$ cat src/rtl/uart_slave.sv
// Memory-mapped 8N1 UART: CTRL/STATUS/BAUD/TXDATA/RXDATA registers, a small TX FIFO,
// a single-entry RX holding buffer and a registered level interrupt for received data.
module uart_slave #(
  parameter int unsigned TX_DEPTH = 4,
  parameter int unsigned BAUD_RST = 434
) (
  input  logic        clk,
  input  logic        rst,
  input  logic [31:0] addr_i,
  input  logic [31:0] data_i,
  output logic [31:0] data_o,
  input  logic        we_i,
  output logic        uart_tx_o,
  input  logic        uart_rx_i,
  output logic        irq_o
);

  localparam int unsigned AW = $clog2(TX_DEPTH);

  localparam logic [7:0] ADDR_CTRL   = 8'h00;
  localparam logic [7:0] ADDR_STATUS = 8'h04;
  localparam logic [7:0] ADDR_BAUD   = 8'h08;
  localparam logic [7:0] ADDR_TXDATA = 8'h0C;
  localparam logic [7:0] ADDR_RXDATA = 8'h10;

  localparam logic [AW:0] PTR_ONE    = {{AW{1'b0}}, 1'b1};
  localparam logic [AW:0] FIFO_FULL  = (AW + 1)'(TX_DEPTH);

  typedef enum logic [1:0] {TX_IDLE, TX_START, TX_DATA, TX_STOP} tx_state_e;
  typedef enum logic [1:0] {RX_IDLE, RX_START, RX_DATA, RX_STOP} rx_state_e;

  // Register file
  logic [2:0]  ctrl_q;
  logic [15:0] baud_q;
  logic        rx_valid_q;
  logic [7:0]  rx_byte_q;
  logic        overrun_q;
  logic        frame_err_q;
  logic        irq_q;

  logic tx_en, rx_en, rx_irq_en;
  assign tx_en     = ctrl_q[0];
  assign rx_en     = ctrl_q[1];
  assign rx_irq_en = ctrl_q[2];

  logic [15:0] baud_eff, baud_reload, baud_half;
  assign baud_eff    = (baud_q < 16'd4) ? 16'd4 : baud_q;
  assign baud_reload = baud_eff - 16'd1;
  assign baud_half   = {1'b0, baud_eff[15:1]} - 16'd1;

  logic wr_ctrl, wr_status, wr_baud, wr_txdata, wr_rxdata;
  assign wr_ctrl   = we_i && (addr_i[7:0] == ADDR_CTRL);
  assign wr_status = we_i && (addr_i[7:0] == ADDR_STATUS);
  assign wr_baud   = we_i && (addr_i[7:0] == ADDR_BAUD);
  assign wr_txdata = we_i && (addr_i[7:0] == ADDR_TXDATA);
  assign wr_rxdata = we_i && (addr_i[7:0] == ADDR_RXDATA);

  logic unused_bits;
  assign unused_bits = ^{addr_i[31:8], data_i[31:16]};

  // TX FIFO: pointers carry one extra wrap bit so full and empty are distinct.
  logic [7:0]  fifo_mem [TX_DEPTH];
  logic [AW:0] wr_ptr_q, rd_ptr_q;
  logic [AW:0] fifo_count;
  logic        tx_full, tx_empty;
  logic        fifo_push, fifo_pop;

  assign fifo_count = wr_ptr_q - rd_ptr_q;
  assign tx_full    = (fifo_count == FIFO_FULL);
  assign tx_empty   = (wr_ptr_q == rd_ptr_q);
  // The drop decision looks at the count before any same-cycle pop.
  assign fifo_push  = wr_txdata && !tx_full;

  always_ff @(posedge clk) begin
    // NOTE: sequential state uses <= so every flop sees pre-edge values, independent of block order.
    if (rst) begin
      wr_ptr_q <= '0;
      rd_ptr_q <= '0;
    end else begin
      if (fifo_push) wr_ptr_q <= wr_ptr_q + PTR_ONE;
      if (fifo_pop)  rd_ptr_q <= rd_ptr_q + PTR_ONE;
    end
  end

  // NOTE: FIFO storage is deliberately not reset; the pointers alone decide which entries are live.
  always_ff @(posedge clk) begin
    if (fifo_push) fifo_mem[wr_ptr_q[AW-1:0]] <= data_i[7:0];
  end

  // TX state machine
  tx_state_e   tx_state_q, tx_state_d;
  logic [15:0] tx_cnt_q, tx_cnt_d;
  logic [7:0]  tx_shift_q, tx_shift_d;
  logic [2:0]  tx_bit_q, tx_bit_d;
  logic        tx_line_q, tx_line_d;
  logic        tx_busy;

  assign tx_busy = (tx_state_q != TX_IDLE);

  always_ff @(posedge clk) begin
    if (rst) begin
      tx_state_q <= TX_IDLE;
      tx_cnt_q   <= '0;
      tx_shift_q <= '0;
      tx_bit_q   <= '0;
      tx_line_q  <= 1'b1;
    end else begin
      tx_state_q <= tx_state_d;
      tx_cnt_q   <= tx_cnt_d;
      tx_shift_q <= tx_shift_d;
      tx_bit_q   <= tx_bit_d;
      tx_line_q  <= tx_line_d;
    end
  end

  always_comb begin
    // NOTE: every signal driven here gets a default first, so no path can infer a latch.
    tx_state_d = tx_state_q;
    tx_cnt_d   = tx_cnt_q;
    tx_shift_d = tx_shift_q;
    tx_bit_d   = tx_bit_q;
    tx_line_d  = tx_line_q;
    fifo_pop   = 1'b0;
    case (tx_state_q)
      TX_IDLE: begin
        tx_line_d = 1'b1;
        if (tx_en && !tx_empty) begin
          fifo_pop   = 1'b1;
          tx_shift_d = fifo_mem[rd_ptr_q[AW-1:0]];
          tx_cnt_d   = baud_reload;
          tx_line_d  = 1'b0;
          tx_state_d = TX_START;
        end
      end
      TX_START: begin
        if (tx_cnt_q == '0) begin
          tx_state_d = TX_DATA;
          tx_cnt_d   = baud_reload;
          tx_bit_d   = '0;
          tx_line_d  = tx_shift_q[0];
        end else begin
          tx_cnt_d = tx_cnt_q - 16'd1;
        end
      end
      TX_DATA: begin
        if (tx_cnt_q == '0) begin
          tx_cnt_d = baud_reload;
          if (tx_bit_q == 3'd7) begin
            tx_state_d = TX_STOP;
            tx_line_d  = 1'b1;
          end else begin
            tx_shift_d = {1'b0, tx_shift_q[7:1]};
            tx_bit_d   = tx_bit_q + 3'd1;
            tx_line_d  = tx_shift_q[1];
          end
        end else begin
          tx_cnt_d = tx_cnt_q - 16'd1;
        end
      end
      TX_STOP: begin
        tx_line_d = 1'b1;
        if (tx_cnt_q == '0) tx_state_d = TX_IDLE;
        else                tx_cnt_d   = tx_cnt_q - 16'd1;
      end
      default: tx_state_d = TX_IDLE;
    endcase
  end

  // RX path: two-flop synchronizer plus a delayed copy for falling-edge detection.
  logic rx_meta_q, rx_sync_q, rx_prev_q;

  always_ff @(posedge clk) begin
    if (rst) begin
      rx_meta_q <= 1'b1;
      rx_sync_q <= 1'b1;
      rx_prev_q <= 1'b1;
    end else begin
      rx_meta_q <= uart_rx_i;
      rx_sync_q <= rx_meta_q;
      rx_prev_q <= rx_sync_q;
    end
  end

  rx_state_e   rx_state_q, rx_state_d;
  logic [15:0] rx_cnt_q, rx_cnt_d;
  logic [7:0]  rx_shift_q, rx_shift_d;
  logic [2:0]  rx_bit_q, rx_bit_d;
  logic        rx_load, rx_overrun_set, rx_frame_set;

  always_ff @(posedge clk) begin
    if (rst) begin
      rx_state_q <= RX_IDLE;
      rx_cnt_q   <= '0;
      rx_shift_q <= '0;
      rx_bit_q   <= '0;
    end else begin
      rx_state_q <= rx_state_d;
      rx_cnt_q   <= rx_cnt_d;
      rx_shift_q <= rx_shift_d;
      rx_bit_q   <= rx_bit_d;
    end
  end

  always_comb begin
    rx_state_d     = rx_state_q;
    rx_cnt_d       = rx_cnt_q;
    rx_shift_d     = rx_shift_q;
    rx_bit_d       = rx_bit_q;
    rx_load        = 1'b0;
    rx_overrun_set = 1'b0;
    rx_frame_set   = 1'b0;
    case (rx_state_q)
      RX_IDLE: begin
        if (rx_en && rx_prev_q && !rx_sync_q) begin
          rx_state_d = RX_START;
          rx_cnt_d   = baud_half;
        end
      end
      RX_START: begin
        // Mid-start resample: a line already back high was only a glitch.
        if (rx_cnt_q == '0) begin
          if (rx_sync_q) begin
            rx_state_d = RX_IDLE;
          end else begin
            rx_state_d = RX_DATA;
            rx_cnt_d   = baud_reload;
            rx_bit_d   = '0;
          end
        end else begin
          rx_cnt_d = rx_cnt_q - 16'd1;
        end
      end
      RX_DATA: begin
        if (rx_cnt_q == '0) begin
          rx_shift_d = {rx_sync_q, rx_shift_q[7:1]};
          rx_cnt_d   = baud_reload;
          if (rx_bit_q == 3'd7) rx_state_d = RX_STOP;
          else                  rx_bit_d   = rx_bit_q + 3'd1;
        end else begin
          rx_cnt_d = rx_cnt_q - 16'd1;
        end
      end
      RX_STOP: begin
        if (rx_cnt_q == '0) begin
          rx_state_d = RX_IDLE;
          if (!rx_sync_q)      rx_frame_set   = 1'b1;
          else if (rx_valid_q) rx_overrun_set = 1'b1;
          else                 rx_load        = 1'b1;
        end else begin
          rx_cnt_d = rx_cnt_q - 16'd1;
        end
      end
      default: rx_state_d = RX_IDLE;
    endcase
  end

  // Control/status registers; a new byte load beats a same-cycle CPU pop.
  always_ff @(posedge clk) begin
    if (rst) begin
      ctrl_q      <= '0;
      baud_q      <= 16'(BAUD_RST);
      rx_valid_q  <= 1'b0;
      rx_byte_q   <= '0;
      overrun_q   <= 1'b0;
      frame_err_q <= 1'b0;
      irq_q       <= 1'b0;
    end else begin
      if (wr_ctrl) ctrl_q <= data_i[2:0];
      if (wr_baud) baud_q <= data_i[15:0];

      if (rx_load) begin
        rx_byte_q  <= rx_shift_q;
        rx_valid_q <= 1'b1;
      end else if (wr_rxdata) begin
        rx_valid_q <= 1'b0;
      end

      if (rx_overrun_set)              overrun_q <= 1'b1;
      else if (wr_status && data_i[3]) overrun_q <= 1'b0;

      if (rx_frame_set)                frame_err_q <= 1'b1;
      else if (wr_status && data_i[5]) frame_err_q <= 1'b0;

      irq_q <= rx_irq_en & rx_valid_q;
    end
  end

  always_comb begin
    data_o = '0;
    case (addr_i[7:0])
      ADDR_CTRL:   data_o = {29'd0, ctrl_q};
      ADDR_STATUS: data_o = {26'd0, frame_err_q, tx_busy, overrun_q, rx_valid_q, tx_empty, tx_full};
      ADDR_BAUD:   data_o = {16'd0, baud_q};
      ADDR_RXDATA: data_o = {23'd0, rx_valid_q, rx_byte_q};
      default:     data_o = '0;
    endcase
  end

  assign uart_tx_o = tx_line_q;
  assign irq_o     = irq_q;

endmodule
$ cat config.mk
export PLATFORM = sky130hd
export DESIGN_NAME = uart_slave
export DESIGN_NICKNAME = d
export VERILOG_FILES = /design/src/rtl/uart_slave.sv
export SDC_FILE = /design/constraint.sdc
export NUM_CORES = 1
export LEC_CHECK = 0
export BUFFER_PORTS_ARGS = -buffer_cell sky130_fd_sc_hd__buf_4
export CORE_UTILIZATION = 35
export DETAILED_ROUTE_END_ITERATION = 16
export PLACE_DENSITY = 0.61
export REMOVE_ABC_BUFFERS = 1
export SYNTH_ARGS = -nofsm -noshare
export SYNTH_HDL_FRONTEND = slang
export SYNTH_SLANG_ARGS = --single-unit
$ cat constraint.sdc
create_clock -name clk -period 3.45 [get_ports clk]
set_input_delay 0.345 -clock clk [delete_from_list [all_inputs] [get_ports clk]]
set_output_delay 0.345 -clock clk [all_outputs]
set_load 0.01 [all_outputs]
Word level (Yosys, flattened, before mapping)
Memory sizes are Yosys's and may differ from the RTL's. A register that Yosys moved wholly into a read port is not among the register bits.
Index checks and enable logic that the tools add are counted.
- bits in registers: 99
- bits in latches: 0
- RAM bits: 32
- memory bits (read-only): 0
- output and inout port bits: 34
- word-level logic and storage cells: 165
- memories: 1
- $add $sub $neg: 9
- multipliers: 0
- divide/modulo/power cells: 0
- order comparisons: 1
- equal/unequal tests: 30
- shift-type cells: 0
- muxes and demuxes: 66
- bitwise logic cells: 1
- reductions and logical operators: 36
- memories (memory ; depth ; width ; rd ports ; clocked after Yosys merged registers in ; write ports ; line ; source):
    fifo_mem ; 4 ; 8 ; 1 ; 1 ; 1 ; 62 ; logic [7:0] fifo_mem [TX_DEPTH];
- operators with widths (kind ; count):
    16-bit 2-to-1 mux ; 9
    16-bit case mux with 4 select lines ; 2
    16-bit case mux with 3 select lines ; 1
    16-bit by 1-bit subtractor with 16-bit output (second input constant) ; 3
    16-bit zero test ; 2
    2-bit != test (second input constant) ; 15
    2-bit 2-to-1 mux ; 13
    1-bit 2-to-1 mux ; 25
    8-bit 2-to-1 mux ; 3
    3-bit 2-to-1 mux ; 7
    8-bit by 4-bit equality test with 1-bit output (second input constant) ; 2
    16-bit by 3-bit < comparator with 1-bit output (second input constant) ; 1
    2-bit case mux with 4 select lines ; 2
    8-bit case mux with 2 select lines ; 1
    15-bit by 1-bit subtractor with 16-bit output (second input constant) ; 1
    5-bit AND reduction ; 3
    2-bit nonzero test ; 7
    3-bit by 1-bit adder with 3-bit output (second input constant) ; 4
    3-bit case mux with 2 select lines ; 2
    1-bit logical AND ; 11
    3-bit equality test (second input constant) ; 3
    2-bit equality test (second input constant) ; 4
    8-bit by 3-bit equality test with 1-bit output (second input constant) ; 1
    8-bit by 5-bit equality test with 1-bit output (second input constant) ; 1
    other kinds (13) ; 20

Logic depth before layout (Yosys ltp)
Gate-level depths: netlist (run 1).
- depth after elaboration: 7
- mapped depth: 13

Least setup slack after synthesis (run 1)
No wires, ideal clock.
- kind: register to register
- start point: register baud_q[11]
- end point: register rx_cnt_q[7]
- setup time: 0.092 ns
- data arrival time: 2.594 ns
- path slack: 0.764 ns
- stages on the path, launching flop included: 14
- clock period less this slack: 2.686 ns
- cells stage by stage: dfxtp_1 > buf_6 > nor4_2 > and3_4 > buf_6 > nand2_1 > nand2_1 > ha_1 > buf_1 > nand2_1 > or2_1 > o21a_1 > o211a_1 > nor4_1
- cells in the longest elaborated chain, start to end: 6
- elaborated cells between the ends (all ways): 9
- classes of those cells: 2 x add/sub; 1 x order compare; 6 x mux
- RTL lines (what ; line ; source):
    from (decl) ; 34 ; logic [15:0] baud_q;
    from (signal assigned) ; 261 ; baud_q <= 16'(BAUD_RST);
    from (signal assigned) ; 269 ; if (wr_baud) baud_q <= data_i[15:0];
    16-bit by 3-bit < comparator with 1-bit output (*) ; 47 ; assign baud_eff = (baud_q < 16'd4) ? 16'd4 : baud_q;
    16-bit 2-to-1 mux (*) ; 47 ;
    16-bit by 1-bit subtractor with 16-bit output ; 48 ; assign baud_reload = baud_eff - 16'd1;
    16-bit 2-to-1 mux ; 222 ; if (rx_sync_q) begin
    16-bit 2-to-1 mux ; 221 ; if (rx_cnt_q == '0) begin
    16-bit case mux with 4 select lines (*) ; 212 ; case (rx_state_q)
    to (signal assigned) ; 198 ; rx_cnt_q <= rx_cnt_d;
    to (decl) ; 185 ; logic [15:0] rx_cnt_q, rx_cnt_d;
Mark *: on every way between the ends. The rest lies on a longest branch, timed or not. The select of a mux whose other input is x is not followed.
A chain may end at the register's enable or synchronous reset.

Final worst setup path (run 1)
- start point: register baud_q[11]
- end point: register rx_cnt_q[11]
- cells in the longest elaborated chain, start to end: 6
- elaborated cells between the ends (all ways): 9
- classes of those cells: 2 x add/sub; 1 x order compare; 6 x mux
- RTL lines (what ; line):
    16-bit by 3-bit < comparator with 1-bit output ; 47
    16-bit 2-to-1 mux (*) ; 47
    16-bit by 1-bit subtractor with 16-bit output ; 48
    16-bit 2-to-1 mux ; 222
    16-bit 2-to-1 mux ; 221
    16-bit case mux with 4 select lines (*) ; 212
Marked as above.

==> flow_summary_export.csv, run 1 <==
group,metric,value,unit
route,drtIter0Drc,567,
timing,worstMarginPinSlew,0.9240,ns
floorplanning,start_util,0.3603,
route,wl_met2,8986,um
timing,hold_viol_final,0,
floorplanning,rows,53,
floorplanning,die_w,149.8,um
cells_and_area,final_util,0.4113,
cells_and_area,drive_gt1_frac,0.1617,
floorplanning,io_pins,102,
critical_path,path_class,"reg -> reg",
global_route,antenna_found_initial,0,
power_and_ir_drop,p_leak,3.245,nW
route,wl_met1,9326,um
synthesis,yosysTopAreaCellShare,0.2645,
clock_network,worst_skew_pair.late_latency,0.43,ns
critical_path,crit_path_max_incr_delay,0.45,ns
critical_path,required,3.77,ns
placed_design,gp_congestion,0.8812,
placed_design,portBuffers,45,
cells_and_area,seq_area,0.002983,mm2
timing,min_period,2.928,ns
timing,relSlewSlack,0.3783,
cells_and_area,area_delta_synth_final,14.16,%
status,status,"finished, final reports clean",
clock_network,cts.clk_slew.worst_paths,0.06,ns
synthesis,synth.most_common_cell,"nand2_1",
route,drc,0,
synthesis,syn_inst,862,
global_route,grt_max_degree,47,
timing,clock_skew,0.01083,ns
timing,setup_violations,0,
timing,max_freq,341.6,MHz
clock_network,cts_buffer_depth,2,
placed_design,hpwl,14200,um
critical_path,slowest_stage,"nor4_2",
synthesis,ys_top_cells_by_count,"106 x nand2_1, 101 x dfxtp_1, 79 x nor2_1, 76 x a21oi_1, 32 x edfxtp_1",
cells_and_area,instances_no_fill,1178,
cells_and_area,multi_input_area,0.004208,mm2
critical_path,critical_path.cell_chain,"nor4_2 > and3_4 > nand2_1 > nand2_1 > ha_1 > nand3_1 > o21bai_1 > xor2_1 > nor2_1 > o21a_1",
worst_hold_path,worstHoldPathType,"in -> reg",
clock_network,numCtsBuffers,17,
clock_network,htreeDepth,4,
floorplanning,dieArea,0.02244,mm2
critical_path,crit_family,"simple AND/OR/NAND/NOR gates",
clock_network,cts_tree,"yes",
route,top_layer_used,"met4",
critical_path,arrival,3.25,ns
synthesis,yosysTopAreaCell,"dfxtp_1",
clock_network,cts.sinks,133,
cells_and_area,finalNetCount,980,
route,finalWirelength,20160,um
synthesis,synth.cell_area,0.007645,mm2
synthesis,netlist_top_cells_area,"dfxtp_1 26%, edfxtp_1 13%, nand2_1 5.2%",
power_and_ir_drop,pwr_density_cell,462.6,mW/mm2
power_and_ir_drop,ir_drop,0.3952,mV
timing,drv_slew,0,
floorplanning,die_y,149.8,um
synthesis,yosys_warnings,0,
critical_path,startpoint_type,"flop",
timing,rsz0062_at_grt,"false",
clock_network,post-cts-setup-buffers,0,
synthesis,synthDistinctLibCells,93,
placed_design,post-place-ws,0.5872,ns
route,vias_per_cell,5.497,
timing,worst_slack,0.5223,ns
route,met3WireLength,1295,um
synthesis,ys.flop_type,"dfxtp_1",
power_and_ir_drop,p_total,4.038,mW
synthesis,ys_seq_area_frac,0.3902,
synthesis,synthArstFlopShare,0,
global_route,grt_usage,0.1883,
cells_and_area,fillCellCount,2091,
synthesis,post_synth.cell_area_avg,8.869,um2
timing,fin_crit_sh,0.8486,
job,drv_cap,0,
synthesis,synth_edf_count,32,
cells_and_area,diodes,0,
critical_path,cp.buffers_inverters,0,
critical_path,crit_top_cell,"nand2_1",
timing,tns,0,ns
route,firstDrtPassIters,5,
critical_path,cp-end-kind,"flop",
clock_network,cts-root-buf,"clkbuf_16",
route,dr_total_vias,6476,
clock_network,cts_hold_buf,0,
global_route,grt_pass1_wl,32740,um
clock_network,ctsResizeCount,0,
route,antenna_left,0,
critical_path,crit_fanout,12,
global_route,grt_overflow_total,0,
floorplanning,coreArea,0.02122,mm2
global_route,grt_pass1_vias,6071,
synthesis,synth-seq-cells,133,
placed_design,dpl.cell_count,1146,
route,routedWlPerCell,17.11,um
[layer usage]
layer | GRT usage | up-vias
met4 | 0.07980 | 0
met3 | 0.03994 | 37
li1 | - | 3147
met5 | 0 | -
met2 | 0.2900 | 250
met1 | 0.2540 | 3042
[path summary, 6_finish.rpt]
path / slack, ns / start / to / cells after the start
max: 0.52 / baud_q[11] / rx_cnt_q[11] / 10
min: 0.10 / uart_rx_i / rx_meta_q / 2
max reg2reg: 0.52 / baud_q[11] / rx_cnt_q[11] / 10
min reg2reg: 0.41 / rx_meta_q / rx_sync_q / 1
[where the power goes]
group	internal, mW	switching [mW]
logic	0.208	0.350
clock network	1.08	0.757
registers	1.62	0.0297
[worst reg2reg max path, delay by kind of cell (launching register included)]
kind / cells / cell delay (ns)
XOR/XNOR: 1 / 0.34
AND/OR/NAND/NOR: 6 / 1.36
flip-flops: 1 / 0.40
adder cells (fa/ha/maj): 1 / 0.33
AO/OA/AOI/OAI: 2 / 0.40
[cell families after synthesis]
family	after synthesis	synth area share
flops	133	0.3902
fa+ha+maj	22	0.03601
other cells	1	0.0004905
compound gates	207	0.1833
simple gates	338	0.2311
xor+xnor	38	0.04354
buf+inv	96	0.06677
mux	27	0.04861
[per-stage QoR]
stage / hold slack (ns) / instance area [um2]
CTS: 0.09381 / 8727
floorplan: 0.3895 / 7273
finish: 0.1030 / 8727
global placement: 0.3911 / 8128
detailed placement: 0.3961 / 8128
global route: 0.1191 / 8727
[cells in the final DEF (no fill, tap or decap), types with 16 or more instances in the layout]
master and instances:
a21oi_1 76, nand2_1 106, mux2i_1 18, o21ai_0 31, conb_1 16, xor2_1 18
nor3_1 23, ha_1 22, and2_1 22, inv_1 22, dfxtp_1 101, nor2_1 79
buf_4 68, xnor2_1 20, nand3_1 29, clkbuf_16 18, edfxtp_1 32
[flip-flops by register name (all words and copies together), names as in the netlist, 8 cells and up, named ones only]
name / flops
rx_shift_q: 8
tx_cnt_q: 16
tx_shift_q: 8
rx_cnt_q: 16
fifo_mem: 32
rx_byte_q: 8
baud_q: 16
[layout make-up]
type,instances,share of cell area
multi-input combinational,648,0.4822
sequential,133,0.3418
timing repair buffer,68,0.05849
clock buffer,19,0.05319
tap,275,0.03943
clock inverter,13,0.01548
inverter,22,0.009462
No activity file was read; power rests on OpenSTA's default activity.
==> run 2: changes to the inputs <==
- clock period: 3.45 -> 3 ns (I/O delays scaled with it)
==> run 2 against run 1 <==
Net effect: clock skew rose by 0.0024 ns; global-route usage hardly changed; die area stayed put; hold slack worse by 0.041 ns; core utilization increased by 0.60 points; total power grew 14%; count of clock-buffer cells in the layout up 1; largest cell class unchanged; sequential share of layout area is 0.49 points lower; fmax rose by 7.2%.
==> flow_summary_export.csv, run 2 (same netlist as run 1, synthesis figures left out) <==
group,metric,value,unit
global_route,antenna_found_initial,0,
power_and_ir_drop,p_leak,3.326,nW
cells_and_area,final_cell_mix,"106 x nand2_1, 101 x dfxtp_1, 88 x buf_4, 79 x nor2_1, 76 x a21oi_1",
placed_design,gp_congestion,0.8728,
critical_path,setup.worst_path.start,"baud_q[11]",
critical_path,path_class,"reg -> reg",
timing,hold_viol_final,0,
global_route,grt_max_degree,47,
clock_network,cts_tree,"yes",
floorplanning,io_pins,102,
timing,rsz0062_at_grt,"false",
critical_path,startpoint_type,"flop",
timing,min_period,2.732,ns
cells_and_area,diodes,0,
clock_network,post-cts-setup-buffers,0,
route,firstDrtPassIters,5,
global_route,grt_usage,0.1881,
clock_network,htreeDepth,4,
power_and_ir_drop,p_total,4.590,mW
route,drtIter0Drc,502,
route,finalWirelength,20070,um
floorplanning,coreArea,0.02122,mm2
critical_path,worstReg2RegEnd,"tx_cnt_q[13]",
global_route,grt_pass1_vias,6206,
power_and_ir_drop,pwr_density_cell,518.4,mW/mm2
clock_network,cts_hold_buf,0,
status,status,"finished, final reports clean",
placed_design,portBuffers,45,
placed_design,hpwl,14480,um
route,antenna_left,0,
clock_network,ctsResizeCount,0,
cells_and_area,layout_commonest_cell,"nand2_1",
critical_path,r2r_start,"baud_q[11]",
timing,tns,0,ns
floorplanning,start_util,0.3603,
clock_network,numCtsBuffers,17,
critical_path,crit_fanout,8,
cells_and_area,largest_register_ffs,32,
timing,max_freq,366.1,MHz
route,vias_per_cell,5.470,
critical_path,critPathCapture,"tx_cnt_q[13]",
critical_path,regToRegSetupSlack,0.27,ns
timing,worstMarginPinSlew,0.6612,ns
clock_network,cts.sinks,133,
clock_network,cts.clk_slew.worst_paths,0.06,ns
cells_and_area,area_delta_synth_final,15.83,%
floorplanning,die_w,149.8,um
cells_and_area,drive_gt1_frac,0.1788,
route,dr_total_vias,6553,
job,drv_cap,0,
timing,clock_skew,0.01319,ns
worst_hold_path,worstHoldPathType,"in -> reg",
critical_path,arrival,3.07,ns
timing,fin_crit_sh,0.9106,
power_and_ir_drop,ir_drop,0.3980,mV
floorplanning,die_y,149.8,um
critical_path,cp-end-kind,"flop",
cells_and_area,finalNetCount,1000,
critical_path,reg2reg_depth,9,
global_route,grt_overflow_total,0,
route,drc,0,
global_route,grt_pass1_wl,32700,um
clock_network,cts-root-buf,"clkbuf_16",
clock_network,worst_skew_pair.late_latency,0.42,ns
timing,setup_violations,0,
route,routedWlPerCell,16.75,um
critical_path,required,3.34,ns
floorplanning,dieArea,0.02244,mm2
worst_hold_path,whs_path_depth,2,
timing,relSlewSlack,0.5558,
floorplanning,rows,53,
clock_network,cts_buffer_depth,2,
timing,drv_slew,0,
run 2: cell types whose count changed in the layout (fill, tap and decap cells not counted), sizes merged:
cell,previous run,this run
clkinvlp,1,4
inv,29,27
buf,68,88
clkbuf,19,20
clkinv,4,2
run 2: how the worst min path moves through the flow:
stage / from / endpoint
6_report: uart_rx_i / rx_meta_q
3_5_place_dp: rx_meta_q / rx_sync_q
5_1_grt: uart_rx_i / rx_meta_q
3_3_place_gp: rx_meta_q / rx_sync_q
2_1_floorplan: rst / baud_q[12]
4_1_cts: uart_rx_i / rx_meta_q
run 2: layout make-up:
class	count	area, um2
clock buffer	20	459.2
clock inverter	12	117.6
fill	2124	12370
inverter	22	82.58
multi-input combinational	648	4208
sequential	133	2983
tap	275	344.1
timing repair buffer	88	660.6
run 2: stage by stage:
step	area, um2	std cells	hold WS [ns]	worst slack (ns)	utilization
detailed placement	8278	1166	0.4009	0.3140	0.3901
global placement	8278	1166	0.3962	0.3439	0.3901
global route	8855	1198	0.06637	0.09076	0.4173
floorplan	7273	803	0.3624	0.4413	-
finish	8855	1198	0.06156	0.2682	0.4173
CTS	8855	1198	0.04352	0.3012	0.4173
run 2: critical path, cell delays in order, from the launching register on:
cell     delay (ns)
dfxtp_1        0.31
nor4_2         0.50
and3_4         0.29
nand2_1        0.06
nand2_1        0.10
ha_1           0.33
nand3_1        0.23
or4b_1         0.54
and2_1         0.21
o32ai_2        0.08
run 2: routing by layer:
metal  wire, um  vias to the layer above  GRT usage
li1           -                     3184          -
met1       9382                     3108     0.2547
met2       9161                      219     0.2965
met3        967                       42    0.03110
met4        556                        0    0.07677
met5          0                        -          0
run 2: power by group:
part	switching, mW	leakage [nW]	total (mW)	internal [mW]
combinational	0.402	1.95	0.663	0.262
clock	0.829	0.274	2.03	1.20
sequential	0.0338	1.10	1.89	1.86
total	1.26	3.33	4.59	3.33
==> run 3: changes to the inputs <==
- ABC_AREA: unset -> 1
- CORE_UTILIZATION: 35 -> 30
- PLACE_DENSITY: 0.61 -> 0.55
==> run 3 against run 2 <==
Net effect: via count grew 3.6%; synthesized area did not move; non-clock buffer count decreased by 30; die area increased by 16%; fmax up 3.3%; clock skew shrank 0.0021 ns; clock power rose by 6%; critical path type unchanged; critical endpoint is now rx_cnt_q[15]; largest power group is now sequential cells.
==> flow_summary_export.csv, run 3 <==
group,metric,value,unit
synthesis,ys.flop_type,"dfxtp_1",
synthesis,syn_inst,1029,
route,firstDrtPassIters,5,
worst_hold_path,worstHoldPathType,"in -> reg",
power_and_ir_drop,pwr_density_cell,731.6,mW/mm2
worst_hold_path,hold_end,"rx_meta_q",
clock_network,cts.clk_slew.worst_paths,0.07,ns
timing,rsz0062_at_grt,"false",
clock_network,cts_hold_buf,0,
global_route,grt_max_degree,33,
power_and_ir_drop,p_leak,3.656,nW
synthesis,netlist_top_cells_area,"dfxtp_1 26%, edfxtp_1 13%, nand2_1 9.2%",
timing,setup_violations,0,
clock_network,cts_tree,"yes",
worst_hold_path,whs_path_depth,2,
global_route,grt_overflow_total,0,
timing,worstMarginPinSlew,0.7167,ns
floorplanning,die_w,161.6,um
floorplanning,dieArea,0.02613,mm2
critical_path,worstReg2RegEnd,"rx_cnt_q[15]",
synthesis,post_synth.cell_area_avg,7.429,um2
placed_design,dpl.cell_count,1382,
cells_and_area,diodes,0,
cells_and_area,drive_gt1_frac,0.1245,
route,drtIter0Drc,402,
route,finalWirelength,20150,um
global_route,grt_pass1_vias,6363,
synthesis,synthDistinctLibCells,53,
critical_path,startpoint_type,"flop",
timing,fin_crit_sh,0.8814,
floorplanning,io_pins,102,
timing,relSlewSlack,0.5222,
timing,min_period,2.644,ns
timing,hold_ws,0.05320,ns
placed_design,portBuffers,45,
cells_and_area,fillCellCount,2689,
cells_and_area,largest_register_ffs,32,
critical_path,r2r_start,"baud_q[8]",
synthesis,yosysTopAreaCellShare,0.2645,
global_route,grt_pass1_wl,33060,um
global_route,antenna_found_initial,0,
synthesis,synth.most_common_cell,"nand2_1",
timing,max_freq,378.2,MHz
synthesis,synth_edf_count,32,
timing,hold_viol_final,0,
clock_network,cts_buffer_depth,2,
cells_and_area,final_cell_mix,"187 x nand2_1, 125 x inv_1, 101 x dfxtp_1, 100 x a21oi_1, 96 x o21ai_0",
timing,tns,0,ns
route,antenna_left,0,
cells_and_area,instances_no_fill,1414,
floorplanning,start_util,0.3045,
synthesis,synth-seq-cells,133,
cells_and_area,finalNetCount,1161,
cells_and_area,final_util,0.3526,
cells_and_area,area_delta_synth_final,15.79,%
cells_and_area,multi_input_area,0.003928,mm2
floorplanning,die_y,161.6,um
critical_path,reg2reg_depth,18,
clock_network,cts-root-buf,"clkbuf_16",
status,status,"finished, final reports clean",
global_route,grt_usage,0.1606,
critical_path,cp-end-kind,"flop",
timing,clock_skew,0.01108,ns
critical_path,path_class,"reg -> reg",
critical_path,arrival,3.01,ns
critical_path,crit_fanout,7,
route,drc,0,
cells_and_area,layout_commonest_cell,"nand2_1",
synthesis,ys_seq_area_frac,0.3902,
synthesis,synth.cell_area,0.007645,mm2
critical_path,regToRegSetupSlack,0.36,ns
floorplanning,coreArea,0.02511,mm2
clock_network,worst_skew_pair.late_latency,0.43,ns
clock_network,post-cts-setup-buffers,0,
clock_network,cts.sinks,133,
power_and_ir_drop,ir_drop,0.3468,mV
job,drv_cap,0,
synthesis,ys_top_cells_by_count,"187 x nand2_1, 126 x inv_1, 101 x dfxtp_1, 100 x a21oi_1, 96 x o21ai_0",
cells_and_area,seq_area,0.002983,mm2
route,dr_total_vias,6788,
route,routedWlPerCell,14.25,um
timing,drv_slew,0,
placed_design,hpwl,14660,um
route,vias_per_cell,4.801,
synthesis,yosys_warnings,0,
synthesis,yosysTopAreaCell,"dfxtp_1",
worst_hold_path,min-delay-start,"uart_rx_i",
clock_network,numCtsBuffers,17,
clock_network,ctsResizeCount,0,
floorplanning,rows,58,
clock_network,htreeDepth,4,
critical_path,required,3.36,ns
synthesis,synthArstFlopShare,0,
placed_design,gp_congestion,0.8482,
## run 3: changes by cell type in the layout (fill, tap and decap cells not counted), moves of 13 or more
| cell | previous run | this run |
|---|---|---|
| inv_1 | 22 | 125 |
| nand2_1 | 106 | 187 |
| o21ai_0 | 31 | 96 |
| nand3_1 | 29 | 66 |
| buf_4 | 88 | 58 |
| a21oi_1 | 76 | 100 |
| and2_1 | 22 | 0 |
| mux2i_1 | 18 | 0 |
| nor2_1 | 79 | 93 |
| nor3_1 | 23 | 10 |
| xnor2_1 | 20 | 7 |
## run 3: per-layer routing
metal | share of wire | up-vias | routed length, um | track usage
met5 | 0 | - | 0 | 0
li1 | - | 3499 | - | -
met2 | 0.48 | 119 | 9653 | 0.2627
met1 | 0.47 | 3141 | 9453 | 0.2106
met3 | 0.030 | 29 | 605 | 0.02388
met4 | 0.022 | 0 | 435 | 0.06732
## run 3: layout make-up
cell class	count	area share
Tap cell	330	0.04664
Multi-Input combinational cell	730	0.4437
Clock inverter	12	0.01724
Inverter	131	0.05583
Clock buffer	20	0.05046
Sequential cell	133	0.3370
Timing Repair Buffer	58	0.04919
## run 3: cells by family after synthesis
family                   after synthesis  share of synthesized area
XOR/XNOR                              30                    0.03437
AO/OA/AOI/OAI                        253                     0.1859
buffers and inverters                181                     0.1034
adder cells (fa/ha/maj)               22                    0.03601
other                                  1                  0.0004905
AND/OR/NAND/NOR                      409                     0.2496
flip-flops                           133                     0.3902
## run 3: critical path: stages (launching register included)
cell and delay (ns):
dfxtp_1 0.35, nor2_1 0.16, nand2_1 0.11, nor2_2 0.17
nand2_4 0.14, nand2_2 0.15, ha_1 0.26, nand2_1 0.09
nor2_2 0.12, inv_1 0.07, nor2_2 0.14, nand2_1 0.14
nor2_2 0.15, nand3_1 0.08, nand2_1 0.14, nand2_1 0.08
nand2_1 0.07, nand2_1 0.04, a21oi_1 0.11
## run 3: worst max-delay path by stage
stage                          start      endpoint
after detailed placement  baud_q[12]  rx_cnt_q[15]
final                      baud_q[8]  rx_cnt_q[15]
after global placement    baud_q[12]  rx_cnt_q[15]
after global routing       baud_q[9]  rx_cnt_q[11]
after CTS                 baud_q[12]  rx_cnt_q[15]
after floorplan            baud_q[4]  rx_cnt_q[15]
## run 3: metrics by stage
step                      area, um2  total power [mW]  worst slack, ns
final                          8852             6.476           0.3559
after global routing           8852             6.928           0.1043
after CTS                      8852             6.526           0.3698
after detailed placement       8253             4.346           0.3850
after global placement         8253             4.335           0.4301
after floorplan                7405             3.811           0.6767
## run 3: report_power, final
group          internal, mW  switching (mW)  total [mW]  leakage [nW]
sequential             2.02           0.155        2.18          1.11
clock                  1.33           0.829        2.16         0.291
combinational         0.721            1.42        2.14          2.26
total                  4.07            2.40        6.48          3.66
